[config.mk]
export PLATFORM = sky130hd
export DESIGN_NAME = mem_arbiter_flat
export DESIGN_NICKNAME = d
export VERILOG_FILES = /design/src/rtl/mem_pkg.sv /design/src/rtl/mem_arbiter_if.sv /design/src/rtl/arb_rr2.sv /design/src/rtl/mem_arbiter.sv /design/src/flat_wrapper.sv
export SDC_FILE = /design/constraint.sdc
export NUM_CORES = 1
export LEC_CHECK = 0
export CORE_AREA = 3 3 545 547
export CTS_CLUSTER_SIZE = 20
export DETAILED_ROUTE_END_ITERATION = 12
export DIE_AREA = 0 0 548 550
export HOLD_SLACK_MARGIN = 0.05
export PLACE_DENSITY = 0.3
export SLEW_MARGIN = 20
export SYNTH_ARGS = -nofsm -noshare
export SYNTH_HDL_FRONTEND = slang
export SYNTH_SLANG_ARGS = --single-unit
export TNS_END_PERCENT = 5
[constraint.sdc]
create_clock -name clk_i -period 2.3 [get_ports clk_i]
set_input_delay 0.46 -clock clk_i [delete_from_list [all_inputs] [get_ports clk_i]]
set_output_delay 0.46 -clock clk_i [all_outputs]
set_load 0.1 [all_outputs]
[src/rtl/mem_pkg.sv]
// Shared definitions for the cache-to-memory arbiter: state encoding and
// default bus widths.
package mem_pkg;

    localparam int ADDR_W_DEFAULT = 32;
    localparam int LINE_W_DEFAULT = 256;

    typedef enum logic [1:0] {
        IDLE  = 2'd0,
        GNT_I = 2'd1,
        GNT_D = 2'd2
    } arb_state_t;

endpackage

[src/rtl/mem_arbiter_if.sv]
// Bundle of the icache, dcache and off-chip memory signals seen by the arbiter.
// The slave modport is the arbiter's view; master is the surrounding system's.
interface mem_arbiter_if import mem_pkg::*; #(
    parameter int ADDR_W = ADDR_W_DEFAULT,
    parameter int LINE_W = LINE_W_DEFAULT
) ();

    logic              ic_enable_i;
    logic              ic_write_i;
    logic [ADDR_W-1:0] ic_addr_i;
    logic [LINE_W-1:0] ic_data_i;
    logic              ic_ack_o;

    logic              dc_enable_i;
    logic              dc_write_i;
    logic [ADDR_W-1:0] dc_addr_i;
    logic [LINE_W-1:0] dc_data_i;
    logic              dc_ack_o;

    logic [LINE_W-1:0] rd_data_o;

    logic              mem_enable_o;
    logic              mem_write_o;
    logic [ADDR_W-1:0] mem_addr_o;
    logic [LINE_W-1:0] mem_data_o;
    logic [LINE_W-1:0] mem_data_i;
    logic              mem_ack_i;

    logic              err_o;

    modport slave (
        input  ic_enable_i, ic_write_i, ic_addr_i, ic_data_i,
        output ic_ack_o,
        input  dc_enable_i, dc_write_i, dc_addr_i, dc_data_i,
        output dc_ack_o,
        output rd_data_o,
        output mem_enable_o, mem_write_o, mem_addr_o, mem_data_o,
        input  mem_data_i, mem_ack_i,
        output err_o
    );

    modport master (
        output ic_enable_i, ic_write_i, ic_addr_i, ic_data_i,
        input  ic_ack_o,
        output dc_enable_i, dc_write_i, dc_addr_i, dc_data_i,
        input  dc_ack_o,
        input  rd_data_o,
        input  mem_enable_o, mem_write_o, mem_addr_o, mem_data_o,
        output mem_data_i, mem_ack_i,
        input  err_o
    );

endinterface

[src/rtl/arb_rr2.sv]
// Two-way round-robin picker. prio_d_r names the side that wins a tie and
// flips to the other side whenever a transaction completes.
module arb_rr2 (
    input  logic clk_i,
    input  logic rst_i,
    input  logic ic_req,
    input  logic dc_req,
    input  logic update,
    input  logic update_d,
    output logic ic_gnt,
    output logic dc_gnt
);

    logic prio_d_r;

    assign dc_gnt = dc_req && (!ic_req || prio_d_r);
    assign ic_gnt = ic_req && (!dc_req || !prio_d_r);

    // update_d says the completed transaction belonged to the dcache, so the
    // icache gets the next tie, and vice versa.
    always_ff @(posedge clk_i or negedge rst_i) begin
        if (!rst_i) begin
            prio_d_r <= 1'b1;
        end else if (update) begin
            prio_d_r <= !update_d;
        end
    end

endmodule

[src/rtl/mem_arbiter.sv]
// Arbiter sharing the off-chip line port between icache and dcache. One request
// is latched at a time and held on the mem_* pins until acked or timed out.
module mem_arbiter import mem_pkg::*; #(
    parameter int ADDR_W  = ADDR_W_DEFAULT,
    parameter int LINE_W  = LINE_W_DEFAULT,
    parameter int TIMEOUT = 64
) (
    input  logic           clk_i,
    input  logic           rst_i,
    mem_arbiter_if.slave   bus
);

    localparam int                WAIT_W   = $clog2(TIMEOUT);
    localparam logic [WAIT_W-1:0] WAIT_MAX = WAIT_W'(TIMEOUT - 1);

    arb_state_t        state_r;
    logic              req_write_r;
    logic [ADDR_W-1:0] req_addr_r;
    logic [LINE_W-1:0] req_data_r;
    logic [WAIT_W-1:0] wait_r;
    logic              err_r;

    logic              gnt_i;
    logic              gnt_d;
    logic              in_grant;
    logic              ack_i;
    logic              ack_d;
    logic              served;

    assign in_grant = (state_r == GNT_I) || (state_r == GNT_D);
    assign ack_i    = (state_r == GNT_I) && bus.mem_ack_i;
    assign ack_d    = (state_r == GNT_D) && bus.mem_ack_i;
    assign served   = ack_i || ack_d;

    arb_rr2 u_rr (
        .clk_i    (clk_i),
        .rst_i    (rst_i),
        .ic_req   (bus.ic_enable_i),
        .dc_req   (bus.dc_enable_i),
        .update   (served),
        .update_d (ack_d),
        .ic_gnt   (gnt_i),
        .dc_gnt   (gnt_d)
    );

    // A timeout leaves the picker untouched, so a still-held request simply
    // competes again from IDLE.
    always_ff @(posedge clk_i or negedge rst_i) begin
        if (!rst_i) begin
            state_r     <= IDLE;
            req_write_r <= 1'b0;
            req_addr_r  <= '0;
            req_data_r  <= '0;
            wait_r      <= '0;
            err_r       <= 1'b0;
        end else begin
            case (state_r)
                IDLE: begin
                    wait_r <= '0;
                    if (gnt_d) begin
                        state_r     <= GNT_D;
                        req_write_r <= bus.dc_write_i;
                        req_addr_r  <= bus.dc_addr_i;
                        req_data_r  <= bus.dc_data_i;
                    end else if (gnt_i) begin
                        state_r     <= GNT_I;
                        req_write_r <= bus.ic_write_i;
                        req_addr_r  <= bus.ic_addr_i;
                        req_data_r  <= bus.ic_data_i;
                    end
                end
                GNT_I, GNT_D: begin
                    if (bus.mem_ack_i) begin
                        state_r <= IDLE;
                    end else if (wait_r == WAIT_MAX) begin
                        state_r <= IDLE;
                        err_r   <= 1'b1;
                    end else begin
                        wait_r <= wait_r + 1'b1;
                    end
                end
                default: begin
                    state_r <= IDLE;
                end
            endcase
        end
    end

    assign bus.mem_enable_o = in_grant;
    assign bus.mem_write_o  = req_write_r;
    assign bus.mem_addr_o   = req_addr_r;
    assign bus.mem_data_o   = req_data_r;
    assign bus.ic_ack_o     = ack_i;
    assign bus.dc_ack_o     = ack_d;
    assign bus.rd_data_o    = served ? bus.mem_data_i : '0;
    assign bus.err_o        = err_r;

endmodule

[src/flat_wrapper.sv]
// flat-port wrapper written by rule: the top's interface ports become plain ports
module mem_arbiter_flat import mem_pkg::*;
#(
    parameter int ADDR_W  = ADDR_W_DEFAULT,
    parameter int LINE_W  = LINE_W_DEFAULT,
    parameter int TIMEOUT = 64
)
  (clk_i, rst_i, bus_ic_enable_i, bus_ic_write_i, bus_ic_addr_i, bus_ic_data_i, bus_ic_ack_o, bus_dc_enable_i, bus_dc_write_i, bus_dc_addr_i, bus_dc_data_i, bus_dc_ack_o, bus_rd_data_o, bus_mem_enable_o, bus_mem_write_o, bus_mem_addr_o, bus_mem_data_o, bus_mem_data_i, bus_mem_ack_i, bus_err_o);
  mem_arbiter_if #(.ADDR_W(ADDR_W), .LINE_W(LINE_W)) bus_i ();
  input  logic clk_i;
  input  logic rst_i;
  input wire logic [$bits(bus_i.ic_enable_i)-1:0] bus_ic_enable_i;
  input wire logic [$bits(bus_i.ic_write_i)-1:0] bus_ic_write_i;
  input wire logic [$bits(bus_i.ic_addr_i)-1:0] bus_ic_addr_i;
  input wire logic [$bits(bus_i.ic_data_i)-1:0] bus_ic_data_i;
  output wire logic [$bits(bus_i.ic_ack_o)-1:0] bus_ic_ack_o;
  input wire logic [$bits(bus_i.dc_enable_i)-1:0] bus_dc_enable_i;
  input wire logic [$bits(bus_i.dc_write_i)-1:0] bus_dc_write_i;
  input wire logic [$bits(bus_i.dc_addr_i)-1:0] bus_dc_addr_i;
  input wire logic [$bits(bus_i.dc_data_i)-1:0] bus_dc_data_i;
  output wire logic [$bits(bus_i.dc_ack_o)-1:0] bus_dc_ack_o;
  output wire logic [$bits(bus_i.rd_data_o)-1:0] bus_rd_data_o;
  output wire logic [$bits(bus_i.mem_enable_o)-1:0] bus_mem_enable_o;
  output wire logic [$bits(bus_i.mem_write_o)-1:0] bus_mem_write_o;
  output wire logic [$bits(bus_i.mem_addr_o)-1:0] bus_mem_addr_o;
  output wire logic [$bits(bus_i.mem_data_o)-1:0] bus_mem_data_o;
  input wire logic [$bits(bus_i.mem_data_i)-1:0] bus_mem_data_i;
  input wire logic [$bits(bus_i.mem_ack_i)-1:0] bus_mem_ack_i;
  output wire logic [$bits(bus_i.err_o)-1:0] bus_err_o;
  assign bus_i.ic_enable_i = bus_ic_enable_i;
  assign bus_i.ic_write_i = bus_ic_write_i;
  assign bus_i.ic_addr_i = bus_ic_addr_i;
  assign bus_i.ic_data_i = bus_ic_data_i;
  assign bus_ic_ack_o = bus_i.ic_ack_o;
  assign bus_i.dc_enable_i = bus_dc_enable_i;
  assign bus_i.dc_write_i = bus_dc_write_i;
  assign bus_i.dc_addr_i = bus_dc_addr_i;
  assign bus_i.dc_data_i = bus_dc_data_i;
  assign bus_dc_ack_o = bus_i.dc_ack_o;
  assign bus_rd_data_o = bus_i.rd_data_o;
  assign bus_mem_enable_o = bus_i.mem_enable_o;
  assign bus_mem_write_o = bus_i.mem_write_o;
  assign bus_mem_addr_o = bus_i.mem_addr_o;
  assign bus_mem_data_o = bus_i.mem_data_o;
  assign bus_i.mem_data_i = bus_mem_data_i;
  assign bus_i.mem_ack_i = bus_mem_ack_i;
  assign bus_err_o = bus_i.err_o;
  mem_arbiter #(.ADDR_W(ADDR_W), .LINE_W(LINE_W), .TIMEOUT(TIMEOUT)) u_core (.clk_i(clk_i), .rst_i(rst_i), .bus(bus_i));
endmodule
==> flow_summary.yaml, run 1 <==
timing:
  hold_viol_final: 0
  setup_ws_ns: -0.604
  relSlewSlack: 0.523
  tightestPinTransition_ns: 0.720
  whs_ns: 0.371
  finalSetupViolations: 257
  fin_crit_ns: 2.90
  period_share: 1.26
  grt_setup_unrepaired: "yes"
  maxSlewViolCount: 0
  clock.fmax_mhz: 344
  clock_skew_ns: 0.0267
synthesis:
  synth.area.top_cells: "dfrtp_1, mux2i_1, and2_1, o21ai_1, nand2_1"
  synth_area_per_cell_um2: 9.91
  syn_nets: 2442
  async_flop_share: 1.00
  synth_top_area_share: 0.471
  synthTopCellsByCount: "dfrtp_1, nand2_1, mux2i_1"
  synth-edff-count: 0
  yosys.area.top_type: "dfrtp_1"
  yosys.cell_count.top_type: "dfrtp_1"
  synth.ff_latch_count: 299
  synth-main-ff-cell: "dfrtp_1"
  yosys.cell_types.count: 37
  netlist_area_mm2: 0.0158
  yosysWarnings: 0
  synthCells: 1599
  ys_seq_area_frac: 0.472
worst_hold_path:
  hp-class: "primary input to asynchronous set/reset pin"
pwr:
  p_switching_w: 0.0420
  p_leak_nw: 17.1
  vdd_drop_max_v: 0.000633
  swShare: 0.627
  p_seq_frac: 0.145
  power_density_mw_per_mm2: 1640
  clockPowerShare: 0.117
  combPwrFrac: 0.738
  p_int_w: 0.0250
floorplanning:
  die_h_um: 550
  row_count: 199
  core_area_mm2: 0.293
  ioPinCount: 1388
  start_util: 0.0541
  die-area_mm2: 0.301
  dieWidth_um: 548
global_routing:
  grt.total_usage: 0.131
  grt-ovfl-total: 0
  grt_pass1_wl_mm: 250
  grt_start_max_net_pins: 53
  grt_pass1_vias: 20100
  antenna_found_initial: 89
setup_path:
  crit_arrival_ns: 2.44
  crit_type: "register to output pin"
  start_kind: "register"
  cp.required_ns: 1.84
  r2r_setup_slack_ns: 0.31
  end_kind: "output pin"
  critPathMaxFanout: 5
flow_run:
  maxCapViolCount: 0
clock_network:
  clock-sinks: 299
  insertion_delay_ns: 0.66
  h-tree-depth: 2
  cts.clk_slew.worst_paths_ns: 0.06
  clockBufferDepth: 3
  clock_tree.root_cell: "clkbuf_16"
  cts_buffers: 46
  cts_tree: "done"
placed_design:
  portBuffers: 1387
  gp_congestion: 0.869
  hpwl_mm: 189
  post-place-ws_ns: -0.586
  placedInstanceArea_mm2: 0.0384
  dp.cells: 7039
layout:
  fin_area_mm2: 0.0408
  stdcell_count: 7164
  finalCoreUtilization: 0.139
  areaGrowthSynthToFinish_pct: 157
  drive_gt1_frac: 0.335
  nets: 4018
detailed_routing:
  drt-total-wl_mm: 205
  ant_nets: 0
  vias: 18500
  wire_per_inst_um: 28.7
  drc: 0
  routed_via_density: 2.59
  drt_iter0_markers: 781
  firstDrtPassIters: 5
outcome:
  status: "complete, but fails checks"
  violations: "setup timing"
==> sequential cells by signal, summed over array words and instances, names as in the netlist <==
register / count
u_core.state_r: 2
u_core.wait_r: 6
u_core.bus.err_o: 1
u_core.bus.mem_write_o: 1
u_core.u_rr.prio_d_r: 1
u_core.bus.mem_addr_o: 32
u_core.bus.mem_data_o: 256
==> cell families (layout without fill, tap and decap cells) <==
kind of cell | Yosys count | after routing | synth area share
AO/OA/AOI/OAI | 306 | 306 | 0.0993
XOR/XNOR | 1 | 1 | 0.000553
adder cells (fa/ha/maj) | 4 | 4 | 0.00316
buffers and inverters | 129 | 1742 | 0.0638
flip-flops | 299 | 299 | 0.472
multiplexers | 290 | 290 | 0.183
other | 0 | 33 | 0
AND/OR/NAND/NOR | 570 | 570 | 0.178
==> final cells by class <==
cell class,instances,area [um2]
Antenna cell,33,82.6
Sequential cell,299,7490
Inverter,4,15.0
Clock inverter,19,308
Tap cell,3919,4900
Timing Repair Buffer,1653,18800
Multi-Input combinational cell,1171,7830
Fill cell,33300,252000
Clock buffer,66,1360
==> metal layers <==
layer	GRT usage	share of wire
met1	0.118	0.32
met4	0.0189	0.018
met3	0.0998	0.16
met5	0	0.0022
met2	0.236	0.50
==> worst max-delay path, cell delays in order (launching register included) <==
cell	delay, ns
dfrtp_2	0.44
inv_2	0.09
ha_4	0.19
o21a_4	0.19
buf_12	0.17
buf_12	0.15
buf_4	0.11
and2_4	0.19
buf_12	0.18
==> final timing paths <==
check / startpoint / end / cells after the start
worst max register to register: u_core.state_r[0] / u_core.state_r[0] / 6
max in group asynchronous: rst_i / u_core.u_rr.prio_d_r / 3
min in group clk_i: bus_dc_data_i[81] / u_core.bus.mem_data_o[81] / 3
worst min-delay path: rst_i / u_core.bus.mem_data_o[47] / 2
worst max-delay path: u_core.state_r[0] / bus_rd_data_o[226] / 8
worst min register to register: u_core.bus.mem_data_o[75] / u_core.bus.mem_data_o[75] / 2
==> per-stage QoR <==
| stage | TNS (ns) | power (W) |
|---|---|---|
| final | -129.23 | 0.0670 |
| after global routing | -160.43 | 0.0706 |
| after CTS | -167.40 | 0.0687 |
| after detailed placement | -120.11 | 0.0596 |
| after global placement | -122.35 | 0.0595 |
| after floorplan | -16.66 | 0.0391 |
==> power groups by stage <==
stage	clock [W]	sequential (W)	combinational (W)
2_1_floorplan	0	0.0274	0.0117
3_3_place_gp	0	0.00972	0.0498
3_5_place_dp	0	0.00982	0.0497
4_1_cts	0.00834	0.00978	0.0506
5_1_grt	0.00850	0.0101	0.0520
6_report	0.00788	0.00969	0.0495
==> cell usage in the layout, fill, tap and decap left out, drive strengths merged, types with 2 or more instances in the layout <==
cell and n:
buf 812, ha 4, nor3 2, clkbuf 69, o21ai 294, dfrtp 298
clkinvlp 3, bufinv 6, mux2i 290, nand2 293, and2 258, diode 33
clkdlybuf4s50 837, clkinv 7, nor2 9, a21oi 2, inv 7, nand4 2
a31oi 2
==> what timing repair did <==
| item | CTS | global route |
|---|---|---|
| pin swaps | 7 | 11 |
| setup buffers | 6 | 0 |
| resized for setup | 162 | 52 |
| hold endpoints to repair | 78 | 0 |
| cloned | 3 | 4 |
| hold buffers | 1 | 0 |
| endpoints found under the setup margin | 259 | 259 |
(Power assumes the default switching activity.)
==> run 2, diff against run 1 <==
Settings changed: CORE_AREA 3 3 545 547 to 3 3 542 544, DIE_AREA 0 0 548 550 to 0 0 545 547, DONT_BUFFER_PORTS set to 1.
==> run 2 against run 1 <==
The flow finishes with violations (hold timing, setup timing); worst hold slack lost 0.85 ns; global-route usage shrank 0.63 points; clock skew grew 0.063 ns; cell count shrank 5.9%; flip-flop and latch count is the same; combinational power shrank 5.5%; critical path depth is the same; worst setup slack lost 0.086 ns; count of clock-buffer cells in the layout shrank 1; sequential power is essentially flat; fmax shrank 2.9%; critical endpoint is now bus_rd_data_o[188].
==> flow_summary.yaml, run 2 (same netlist as run 1, synthesis figures left out) <==
outcome:
  status: "complete, but fails checks"
  violations: "hold timing, setup timing"
timing:
  clock.fmax_mhz: 335
  period_share: 1.30
  relSlewSlack: 0.226
  tightestPinTransition_ns: 1.16
  tns_ns: -152.32
  maxSlewViolCount: 0
  clock_skew_ns: 0.0897
  setup_ws_ns: -0.689
  whs_ns: -0.478
  grt_setup_unrepaired: "yes"
  finalSetupViolations: 256
  hold_viol_final: 298
  fin_crit_ns: 2.99
floorplanning:
  die_h_um: 547
  row_count: 198
  core_area_mm2: 0.290
  dieWidth_um: 545
  die-area_mm2: 0.298
  start_util: 0.0546
  ioPinCount: 1388
clock_network:
  clockBufferDepth: 3
  cts_buffers: 45
  clock-sinks: 299
  clock_tree.root_cell: "clkbuf_16"
  insertion_delay_ns: 0.72
  cts_tree: "done"
  cts_hold_repair.buffers: 555
  cts.clk_slew.worst_paths_ns: 0.06
  h-tree-depth: 2
global_routing:
  antenna_found_initial: 223
  grt_pass1_vias: 17800
  grt_start_max_net_pins: 300
  grt_pass1_wl_mm: 230
  grt.total_usage: 0.125
  grt-ovfl-total: 0
detailed_routing:
  wire_per_inst_um: 29.2
  firstDrtPassIters: 6
  drt-total-wl_mm: 197
  routed_via_density: 2.57
  vias: 17300
  drt_iter0_markers: 1027
  ant_nets: 0
  drc: 0
setup_path:
  r2r_setup_slack_ns: 0.01
  critPathMaxFanout: 14
  end_kind: "output pin"
  start_kind: "register"
  crit_start: "u_core.state_r[0]"
  r2r_start: "u_core.u_rr.prio_d_r"
  crit_arrival_ns: 2.53
  crit_type: "register to output pin"
  cp.required_ns: 1.84
layout:
  areaGrowthSynthToFinish_pct: 127
  nets: 3538
  largest_reg_flops: 256
  fin_area_mm2: 0.0359
  layout_commonest_cell: "dlygate4sd3_1"
  layout_common_cells: "dlygate4sd3_1, buf_4, nand2_1"
  drive_gt1_frac: 0.317
pwr:
  vdd_drop_max_v: 0.000950
  p_leak_nw: 15.0
  power_density_mw_per_mm2: 1780
placed_design:
  gp_congestion: 0.832
  portBuffers: 0
  hpwl_mm: 171
  placedInstanceArea_mm2: 0.0278
flow_run:
  maxCapViolCount: 0
worst_hold_path:
  hp-class: "primary input to asynchronous set/reset pin"
## run 2: cell count changes in the layout (fill, tap and decap cells not counted), sizes merged
cell | before | now
clkdlybuf4s50 | 837 | 0
dlygate4sd3 | 1 | 549
buf | 812 | 613
diode | 33 | 111
dlymetal6s4s | 0 | 6
bufinv | 6 | 4
clkbuf | 69 | 71
## run 2: what timing repair did
item	CTS	global route
hold endpoints to repair	583	299
gates resized for setup	93	106
pin swaps	0	96
setup buffers	1	4
gates cloned	1	8
setup endpoints to repair	259	289
## run 2: layer usage
| layer | track usage | routed length, um |
|---|---|---|
| met2 | 0.214 | 94500 |
| met4 | 0.0501 | 8990 |
| met3 | 0.140 | 46300 |
| met5 | 0 | 1240 |
| met1 | 0.0813 | 46100 |
## run 2: worst paths after layout
check | end | depth (start not counted)
max reg2reg | u_core.bus.mem_data_o[39] | 6
max in group asynchronous | u_core.bus.mem_addr_o[31] | 0
max | bus_rd_data_o[188] | 8
min reg2reg | u_core.bus.mem_data_o[213] | 2
min in group clk_i | u_core.bus.mem_data_o[227] | 2
min | u_core.bus.mem_data_o[93] | 0
## run 2: area by class of cell
type                       instances  area (um2)
fill                           32900      254000
timing repair buffer            1174       14000
multi-input combinational       1171        7780
sequential                       299        7500
tap                             3900        4880
clock buffer                      65        1230
antenna                          111         278
clock inverter                    17         219
inverter                           4        15.0
## run 2: critical path, stage by stage (launching register included)
cell,delay (ns)
dfrtp_1,0.40
buf_4,0.16
ha_4,0.15
o21a_4,0.24
buf_12,0.13
buf_16,0.15
clkbuf_16,0.21
and2_1,0.19
buf_12,0.17
## run 2: stage by stage
step	std cells	hold slack [ns]	total power [W]	setup WS, ns	utilization
3_5_place_dp	5979	0.177	0.0558	-0.0288	0.0960
4_1_cts	6618	-0.638	0.0649	-0.809	0.121
5_1_grt	6709	-0.589	0.0673	-0.783	0.123
2_1_floorplan	1599	0.164	0.0391	-0.124	-
3_3_place_gp	5979	0.175	0.0557	-0.0147	0.0960
6_report	6741	-0.478	0.0637	-0.689	0.124
## run 2: where the power goes
group / switching, W / leakage [nW] / internal [W]
clock network: 0.00307 / 0.700 / 0.00417
registers: 0.00191 / 3.65 / 0.00779
logic: 0.0363 / 10.6 / 0.0105
